--- src/rtl/conv_seq_if.sv ---
// conv_seq_if -- bundles the convolution sequencer's handshake and memory
// ports into one interface.
//   master : the sequencer (drives strobes, addresses, status)
//   slave  : the environment (host start, feature-map RAM, conv datapath,
//            output RAM)
// Signals:
//   start / busy / done / err    layer control and status
//   ch_idx                       current output channel (ROM select)
//   in_rd / in_addr / in_rdata   feature-map RAM read port (1-cycle latency)
//   conv_ce / conv_vld / conv_din     drive to the conv datapath
//   conv_dout / conv_dout_vld    results from the conv datapath
//   out_wr / out_addr / out_data output RAM write port
interface conv_seq_if #(
  parameter int N           = 8,
  parameter int INPUT_SIZE  = 6,
  parameter int KERNEL_SIZE = 3,
  parameter int STRIDE      = 1,
  parameter int OUT_CH      = 4
);
  localparam int OUT_SIZE = (INPUT_SIZE - KERNEL_SIZE) / STRIDE + 1;
  localparam int CH_W     = (OUT_CH > 1) ? $clog2(OUT_CH) : 1;
  localparam int IN_AW    = $clog2(INPUT_SIZE * INPUT_SIZE);
  localparam int OUT_AW   = $clog2(OUT_CH * OUT_SIZE * OUT_SIZE);

  logic              start;
  logic              busy;
  logic              done;
  logic              err;
  logic [CH_W-1:0]   ch_idx;
  logic              in_rd;
  logic [IN_AW-1:0]  in_addr;
  logic [N-1:0]      in_rdata;
  logic              conv_ce;
  logic              conv_vld;
  logic [N-1:0]      conv_din;
  logic [N-1:0]      conv_dout;
  logic              conv_dout_vld;
  logic              out_wr;
  logic [OUT_AW-1:0] out_addr;
  logic [N-1:0]      out_data;

  modport master (
    input  start, in_rdata, conv_dout, conv_dout_vld,
    output busy, done, err, ch_idx, in_rd, in_addr,
           conv_ce, conv_vld, conv_din, out_wr, out_addr, out_data
  );

  modport slave (
    output start, in_rdata, conv_dout, conv_dout_vld,
    input  busy, done, err, ch_idx, in_rd, in_addr,
           conv_ce, conv_vld, conv_din, out_wr, out_addr, out_data
  );
endinterface

--- src/rtl/conv_seq_ctrl.sv ---
// conv_seq_ctrl -- sequences one convolution layer: for every output
// channel it loads the channel's weights, streams the whole input feature
// map to the conv datapath, collects OUT_SIZE^2 results into the output RAM
// and moves on; a pulse on done marks the end of the layer.
// Ports:
//   clk    rising-edge clock
//   rst_n  asynchronous active-low reset
//   bus    conv_seq_if.master (control, feature-map RAM, datapath, out RAM)
module conv_seq_ctrl #(
  parameter int N           = 8,
  parameter int INPUT_SIZE  = 6,
  parameter int KERNEL_SIZE = 3,
  parameter int STRIDE      = 1,
  parameter int OUT_CH      = 4,
  parameter int DRAIN_MAX   = 64
) (
  input  logic       clk,
  input  logic       rst_n,
  conv_seq_if.master bus
);

  localparam int OUT_SIZE   = (INPUT_SIZE - KERNEL_SIZE) / STRIDE + 1;
  localparam int RES_PER_CH = OUT_SIZE * OUT_SIZE;
  localparam int PIX        = INPUT_SIZE * INPUT_SIZE;
  localparam int CH_W       = (OUT_CH > 1) ? $clog2(OUT_CH) : 1;
  localparam int IN_AW      = $clog2(PIX);
  localparam int OUT_AW     = $clog2(OUT_CH * RES_PER_CH);
  localparam int RW         = $clog2(RES_PER_CH + 1);
  localparam int DW         = $clog2(DRAIN_MAX + 1);

  localparam logic [IN_AW-1:0] RD_LAST    = IN_AW'(PIX - 1);
  localparam logic [RW-1:0]    RES_MAX    = RW'(RES_PER_CH);
  localparam logic [DW-1:0]    DRAIN_LAST = DW'(DRAIN_MAX - 1);
  localparam logic [CH_W-1:0]  CH_LAST    = CH_W'(OUT_CH - 1);

  typedef enum logic [2:0] {
    S_IDLE,
    S_LOAD,
    S_STREAM,
    S_DRAIN,
    S_NEXT,
    S_FIN
  } state_e;

  state_e             state_q,     state_d;
  logic [IN_AW-1:0]   rd_addr_q,   rd_addr_d;
  logic [RW-1:0]      res_cnt_q,   res_cnt_d;
  logic [DW-1:0]      drain_cnt_q, drain_cnt_d;
  logic [CH_W-1:0]    ch_idx_q,    ch_idx_d;
  logic               err_q,       err_d;
  logic               conv_vld_q;
  logic               wr_en;
  logic [OUT_AW-1:0]  out_base;

  // A result is only stored while a channel is being processed, and never
  // beyond the channel's last slot, so out_addr cannot leave the channel's
  // region even if the datapath over-produces.
  assign wr_en = ((state_q == S_STREAM) || (state_q == S_DRAIN)) &&
                 bus.conv_dout_vld && (res_cnt_q < RES_MAX);

  assign out_base = OUT_AW'(ch_idx_q) * OUT_AW'(RES_PER_CH);

  // NOTE: every variable gets a default before the case so that no path
  // leaves one unassigned, which would infer a latch.
  always_comb begin
    state_d     = state_q;
    rd_addr_d   = rd_addr_q;
    res_cnt_d   = res_cnt_q;
    drain_cnt_d = '0;
    ch_idx_d    = ch_idx_q;
    err_d       = err_q;

    if (wr_en) begin
      res_cnt_d = res_cnt_q + 1'b1;
    end

    case (state_q)
      S_IDLE: begin
        if (bus.start) begin
          state_d   = S_LOAD;
          err_d     = 1'b0;
          ch_idx_d  = '0;
          rd_addr_d = '0;
          res_cnt_d = '0;
        end
      end
      // One cycle for the weight ROM to settle on the new ch_idx.
      S_LOAD: state_d = S_STREAM;
      S_STREAM: begin
        if (rd_addr_q == RD_LAST) begin
          rd_addr_d = '0;
          state_d   = S_DRAIN;
        end else begin
          rd_addr_d = rd_addr_q + 1'b1;
        end
      end
      S_DRAIN: begin
        // res_cnt_d already includes a result landing in this cycle.
        if (res_cnt_d == RES_MAX) begin
          state_d = S_NEXT;
        end else if (drain_cnt_q == DRAIN_LAST) begin
          state_d = S_NEXT;
          err_d   = 1'b1;
        end else begin
          drain_cnt_d = drain_cnt_q + 1'b1;
        end
      end
      S_NEXT: begin
        res_cnt_d = '0;
        if (ch_idx_q == CH_LAST) begin
          state_d = S_FIN;
        end else begin
          ch_idx_d = ch_idx_q + 1'b1;
          state_d  = S_LOAD;
        end
      end
      S_FIN: begin
        ch_idx_d = '0;
        state_d  = S_IDLE;
      end
      default: state_d = S_IDLE;
    endcase
  end

  // NOTE: sequential state uses non-blocking assignments so every register
  // samples the pre-edge values, independent of statement order.
  always_ff @(posedge clk or negedge rst_n) begin
    if (!rst_n) begin
      state_q     <= S_IDLE;
      rd_addr_q   <= '0;
      res_cnt_q   <= '0;
      drain_cnt_q <= '0;
      ch_idx_q    <= '0;
      err_q       <= 1'b0;
      conv_vld_q  <= 1'b0;
    end else begin
      state_q     <= state_d;
      rd_addr_q   <= rd_addr_d;
      res_cnt_q   <= res_cnt_d;
      drain_cnt_q <= drain_cnt_d;
      ch_idx_q    <= ch_idx_d;
      err_q       <= err_d;
      // RAM data returns one cycle after the strobe; the matching delayed
      // valid keeps the pixel stream gap-free.
      conv_vld_q  <= (state_q == S_STREAM);
    end
  end

  assign bus.busy    = (state_q != S_IDLE);
  assign bus.done    = (state_q == S_FIN);
  assign bus.err     = err_q;
  assign bus.ch_idx  = ch_idx_q;
  assign bus.in_rd   = (state_q == S_STREAM);
  assign bus.in_addr = rd_addr_q;
  assign bus.conv_ce = (state_q == S_LOAD) || (state_q == S_STREAM) ||
                       (state_q == S_DRAIN);
  assign bus.conv_vld = conv_vld_q;
  // NOTE: pass-through data is gated by its qualifier so it reads 0 while
  // idle or in reset instead of echoing whatever the RAM or datapath holds.
  assign bus.conv_din = conv_vld_q ? bus.in_rdata : '0;
  assign bus.out_wr   = wr_en;
  assign bus.out_addr = wr_en ? (out_base + OUT_AW'(res_cnt_q)) : '0;
  assign bus.out_data = wr_en ? bus.conv_dout : '0;

endmodule
--- src/flat_wrapper.sv ---
// flat-port wrapper written by rule: the top's interface ports become plain ports
module conv_seq_ctrl_flat 
#(
  parameter int N           = 8,
  parameter int INPUT_SIZE  = 6,
  parameter int KERNEL_SIZE = 3,
  parameter int STRIDE      = 1,
  parameter int OUT_CH      = 4,
  parameter int DRAIN_MAX   = 64
)
  (clk, rst_n, bus_start, bus_in_rdata, bus_conv_dout, bus_conv_dout_vld, bus_busy, bus_done, bus_err, bus_ch_idx, bus_in_rd, bus_in_addr, bus_conv_ce, bus_conv_vld, bus_conv_din, bus_out_wr, bus_out_addr, bus_out_data);
  conv_seq_if #(.N(N), .INPUT_SIZE(INPUT_SIZE), .KERNEL_SIZE(KERNEL_SIZE), .STRIDE(STRIDE), .OUT_CH(OUT_CH)) bus_i ();
  input  logic clk;
  input  logic rst_n;
  input wire logic [$bits(bus_i.start)-1:0] bus_start;
  input wire logic [$bits(bus_i.in_rdata)-1:0] bus_in_rdata;
  input wire logic [$bits(bus_i.conv_dout)-1:0] bus_conv_dout;
  input wire logic [$bits(bus_i.conv_dout_vld)-1:0] bus_conv_dout_vld;
  output wire logic [$bits(bus_i.busy)-1:0] bus_busy;
  output wire logic [$bits(bus_i.done)-1:0] bus_done;
  output wire logic [$bits(bus_i.err)-1:0] bus_err;
  output wire logic [$bits(bus_i.ch_idx)-1:0] bus_ch_idx;
  output wire logic [$bits(bus_i.in_rd)-1:0] bus_in_rd;
  output wire logic [$bits(bus_i.in_addr)-1:0] bus_in_addr;
  output wire logic [$bits(bus_i.conv_ce)-1:0] bus_conv_ce;
  output wire logic [$bits(bus_i.conv_vld)-1:0] bus_conv_vld;
  output wire logic [$bits(bus_i.conv_din)-1:0] bus_conv_din;
  output wire logic [$bits(bus_i.out_wr)-1:0] bus_out_wr;
  output wire logic [$bits(bus_i.out_addr)-1:0] bus_out_addr;
  output wire logic [$bits(bus_i.out_data)-1:0] bus_out_data;
  assign bus_i.start = bus_start;
  assign bus_i.in_rdata = bus_in_rdata;
  assign bus_i.conv_dout = bus_conv_dout;
  assign bus_i.conv_dout_vld = bus_conv_dout_vld;
  assign bus_busy = bus_i.busy;
  assign bus_done = bus_i.done;
  assign bus_err = bus_i.err;
  assign bus_ch_idx = bus_i.ch_idx;
  assign bus_in_rd = bus_i.in_rd;
  assign bus_in_addr = bus_i.in_addr;
  assign bus_conv_ce = bus_i.conv_ce;
  assign bus_conv_vld = bus_i.conv_vld;
  assign bus_conv_din = bus_i.conv_din;
  assign bus_out_wr = bus_i.out_wr;
  assign bus_out_addr = bus_i.out_addr;
  assign bus_out_data = bus_i.out_data;
  conv_seq_ctrl #(.N(N), .INPUT_SIZE(INPUT_SIZE), .KERNEL_SIZE(KERNEL_SIZE), .STRIDE(STRIDE), .OUT_CH(OUT_CH), .DRAIN_MAX(DRAIN_MAX)) u_core (.clk(clk), .rst_n(rst_n), .bus(bus_i));
endmodule
--- config.mk ---
export PLATFORM = sky130hd
export DESIGN_NAME = conv_seq_ctrl_flat
export DESIGN_NICKNAME = d
export VERILOG_FILES = /design/src/rtl/conv_seq_if.sv /design/src/rtl/conv_seq_ctrl.sv /design/src/flat_wrapper.sv
export SDC_FILE = /design/constraint.sdc
export NUM_CORES = 1
export LEC_CHECK = 0
export CORE_UTILIZATION = 35
export DETAILED_ROUTE_END_ITERATION = 8
export GPL_ROUTABILITY_DRIVEN = 1
export PLACE_DENSITY = 0.66
export SLEW_MARGIN = 20
export SYNTH_ARGS = -nofsm -noshare
export SYNTH_HDL_FRONTEND = slang
export SYNTH_SLANG_ARGS = --single-unit
export TNS_END_PERCENT = 50
--- constraint.sdc ---
create_clock -name clk -period 6.7 [get_ports clk]
set_input_delay 2.01 -clock clk [delete_from_list [all_inputs] [get_ports clk]]
set_output_delay 2.01 -clock clk [all_outputs]
set_load 0.05 [all_outputs]
# After elaboration in Yosys (flattened, before gate mapping)
# Cells that the tools add are included.
# classes
addsub	5
multipliers	0
div	0
magnitude_cmp	1
n_eq_ne	15
shifts	0
muxes	25
bitwise_logic	0
reduce_logical	14
# op_table
cell	count
$mux 7	3
$mux 6	3
$mux 8	2
$mux 3	5
$pmux 3 s5	1
$pmux 6 s2	1
$mux 5	2
$pmux 5 s2	1
$ne 2x2->1 const B	4
$add 7x1->7 const B	1
$eq 7x6->1 const B	1
$add 6x1->6 const B	1
$add 6x5->6	1
$eq 3x2->1 const B	2
$eq 3x3->1 const B	2
$eq 6x6->1 const B	1
$pmux 2 s3	1
$reduce_and 3->1	2
$reduce_bool 3->1	2
$add 5x1->5 const B	1
$eq 5x5->1 const B	1
$lt 5x5->1 const B	1
$mux 2	2
$reduce_and 4->1	1
other kinds (12)	18
# word_totals
ff_bits	25
latchBits	0
mem_bits_rw	0
rom_bits	0
in_bits	20
output_inout_bits	37
word_cells	67
memories	0

# Longest topological paths before layout
# depth
word_depth	8
depth_mapped	8
depth_no_buf	7

# Least setup slack after synthesis
# Ideal clock, no wire load.
# synth_path
path_type	input to output
from	input bus_conv_dout_vld
to	output bus_out_addr[0]
t_arrival_ps	3519
required_time_ps	4690
path_slack_ps	1171
cell_stages	4
n_path_buf	1
path_cell_list	nand4bb_4 -> inv_1 -> clkbuf_1 -> ha_1
# synth_between
elab_chain_len	3
# synth_rtl
item	line	source
from (decl)	flat_wrapper.sv:18	input wire logic [$bits(bus_i.conv_dout_vld)-1:0] bus_conv_dout_vld;
$logic_and 1x1->1	conv_seq_ctrl.sv:58	assign wr_en = ((state_q == S_STREAM) || (state_q == S_DRAIN)) &&
$logic_and 1x1->1	conv_seq_ctrl.sv:59	bus.conv_dout_vld && (res_cnt_q < RES_MAX);
net bus_out_wr	flat_wrapper.sv:28	output wire logic [$bits(bus_i.out_wr)-1:0] bus_out_wr;
$mux 6	conv_seq_ctrl.sv:162	assign bus.out_addr = wr_en ? (out_base + OUT_AW'(res_cnt_q)) : '0;
to (decl)	flat_wrapper.sv:29	output wire logic [$bits(bus_i.out_addr)-1:0] bus_out_addr;
# The timed path passes the listed nets, and every way through them passes these cells.

# Final worst setup path
# layout_path
from	input bus_conv_dout_vld
to	output bus_out_addr[0]
# layout_between
elab_chain_len	3
# layout_rtl
item	line
$logic_and 1x1->1	conv_seq_ctrl.sv:58
$logic_and 1x1->1	conv_seq_ctrl.sv:59
$mux 6	conv_seq_ctrl.sv:162
# Every way passes these cells.

==> key figures <==
Outcome
  – Status: finished clean

Timing
  – Hold WS: 480 ps
  – FMAX: 163 MHz
  – Slew Viols, Final: 0
  – Crit share post-route: ~92%
  – Slew HR: 43.2%
  – Final hold viol count: 0
  – Tmin final: between 6000 and 7000 ps
  – Clock Skew: 9.02 ps
  – RSZ-0062 raised after global routing: no
  – Setup TNS Final: 0 ps
  – Worst slew pin tran: 845 ps
  – Final setup fails: 0

Run
  – Max Cap Viol: 0

Critical path
  – Worst R2R Path Depth: 7
  – Crit path DAT: 4120 ps
  – Reg2reg setup slack: between 3000 and 4000 ps
  – Crit path required time: approximately 4700 ps
  – CP Class: in2out
  – Worst stage delay on the critical path: 810 ps
  – Crit-path most repeated cell: clkdlybuf4s50_1
  – Crit. End Element: output port
  – R2r endpoint: u_core.state_q[0]$_DFFE_PN0P_
  – Worst path bufs/invs: 3
  – CP max-delay cell: clkdlybuf4s50_1
  – Worst setup SP type: primary input
  – CP cell instances: clkdlybuf4s50_1, nand4bb_4, inv_1, ha_1, clkdlybuf4s50_1
  – Crit path max-delay family: buffers and inverters
  – CP max FO: 17
  – Reg-to-reg startpoint: u_core.state_q[2]$_DFFE_PN0P_

Hold path
  – Hold Path Sink: u_core.drain_cnt_q[0]$_DFF_PN0_
  – Worst Hold Path Cells: 1
  – Worst Hold Class: reg2reg
  – Hold_sp: u_core.drain_cnt_q[0]$_DFF_PN0_

Route
  – Routed Antenna Nets: 0
  – 1st-pass router iterations: 4
  – Vias/cell: 5.02
  – Total Wirelength: 3310 um
  – Via Count: 1284
  – # DRC: 0
  – DR iter-0 viols: 56
  – WL per Instance: 12.9 um

Global routing
  – Initial antenna violation count: 0
  – First-pass GRT wire length: around 5500 um
  – Number of global-route vias before repair: 1240
  – Pin count of the biggest net entering global routing: 26
  – Congestion Overflow GR: 0
  – GRT Util Overall: 16.0%

Clock network
  – Clock Latency Late Sink: 270 ps
  – CTS max path bufs: 2
  – Post-CTS Resized: 0
  – H-tree depth: 1
  – Clock Root Buffer: clkbuf_8
  – Number of hold buffers added after CTS: 0
  – TritonCTS Sinks: 25
  – CTS Buf Count: 3
  – Clk pin slew, worst setup/hold paths: 80 ps
  – TritonCTS clock tree: done
  – # Post-CTS Setup Buffers: 0

Logic synthesis
  – Register area share after synthesis: 42.6%
  – Seq cells post-synth: 25
  – Syn Inst Count: 150
  – Post-synth ARST share: 100%
  – Dominant synthesized flop cell: dfrtp_1
  – Distinct cell type count of the synthesized netlist: 41
  – Number of synthesized flops with an enable pin: 0
  – Net Count, Synth: roughly 180
  – Synth Warn #: 0
  – Cell area after synthesis: 1470 um2
  – Average size of a mapped cell: 9.79 um2

Layout
  – # diodes: 0
  – Nets: roughly 230
  – Area grow syn2layout: 42.8%
  – Footprint of the multi-input gates: 792 um2
  – Commonest non-fill, non-tap cell in the layout: clkdlybuf4s50_1
  – Seq. cell area: 626 um2
  – Commonest cells after routing, fill and taps aside: clkdlybuf4s50_1 (55), dfrtp_1 (25), and2_1 (20)
  – Share of post-route cells with drive strength above 1: 6.80%
  – Fillcell total: 374

Die
  – I/O pin cnt: 57
  – Starting Density: approximately 36%
  – Die boundary width: between 60 and 70 um
  – Core area: 4030 um2
  – Cell Rows: 23
  – Die ar.: 4460 um2
  – Die height: 66.8 um

Placed design
  – Post-DP HPWL: 2500 um
  – RePlAce Congestion: 0.854
  – IO Port Bufs: 56

Power and ir drop
  – Pwr dens: 404 nW/um2
  – Worst VDD drop: 0.184 mV
  – Leak: 0.871 nW
## worst max-delay path by stage
stage | end | cells past startpoint | from | slack [ps]
floorplan | bus_out_addr[0] | 4 | bus_conv_dout_vld | 1170
global placement | bus_out_addr[0] | 5 | bus_conv_dout_vld | 640
detailed placement | bus_out_addr[0] | 5 | bus_conv_dout_vld | 570
CTS | bus_out_addr[0] | 5 | bus_conv_dout_vld | 550
global route | bus_out_addr[0] | 5 | bus_conv_dout_vld | 440
finish | bus_out_addr[0] | 5 | bus_conv_dout_vld | 570
## state kept, by name (all words and copies together) (netlist names)
name	flops
u_core.bus.ch_idx	2
u_core.bus.conv_vld	1
u_core.bus.err	1
u_core.bus.in_addr	6
u_core.drain_cnt_q	7
u_core.res_cnt_q	5
u_core.state_q	3
## routing by layer
metal	GRT usage [%]	vias to the layer above	wire [um]	share of wire (%)
li1	-	631	-	-
met1	19.9	590	1520	46
met2	26.8	59	1460	44
met3	4.11	4	296	9.0
met4	5.32	0	32	0.97
met5	0	-	0	0
## cell usage after synthesis (3+ instances only)
cell type  number  area share [%]
ha_1            6             5.1
xor2_1          3             1.8
inv_1           4             1.0
xnor2_1         5             3.0
nor3_1          8             2.7
dfrtp_1        25              43
nor2_1         16             4.1
a21oi_1         4             1.4
nand2_1        14             3.6
o21ai_0         6             2.0
and2_1         20             8.5
nand3_1         5             1.7
## final cells by class
class	instances	area share [%]
multi-input cells	117	37.8
flip-flops and latches	25	29.8
repair buffers	56	26.5
well taps	50	2.98
clock buffers	3	1.97
inverters	4	0.716
clock inverters	1	0.239
## report_power, final
| group | leakage [nW] | internal (mW) | switching [mW] |
|---|---|---|---|
| registers | 0.323 | 0.191 | 0.0609 |
| logic | 0.523 | 0.184 | 0.321 |
| clock network | 0.0255 | 0.0416 | 0.0483 |
| total | 0.871 | 0.417 | 0.430 |
## per-stage QoR
| stage | setup slack (ps) | instance area, um2 | power (mW) | cells | util (%) |
|---|---|---|---|---|---|
| 6_report | 569 | 2100 | 0.847 | 256 | 52.0 |
| 5_1_grt | 441 | 2100 | 0.897 | 256 | 52.0 |
| 4_1_cts | 554 | 2100 | 0.851 | 256 | 52.2 |
| 3_5_place_dp | 575 | 2060 | 0.759 | 252 | 51.0 |
| 3_3_place_gp | 640 | 2060 | 0.752 | 252 | 51.0 |
| 2_1_floorplan | 1170 | 1470 | 0.606 | 150 | - |
## logic make-up after synthesis
kind of cell,count (synthesis),share of synthesized area [%]
AOI/OAI and AO/OA,22,11.7
xor gates and xnor gates,8,4.77
adders and majority gates,6,5.11
buffers and inverters,8,3.49
DFF,25,42.6
muxes,3,2.21
and+or+nand+nor,78,30.2
Note: power is estimated with default switching activity, not from simulation.
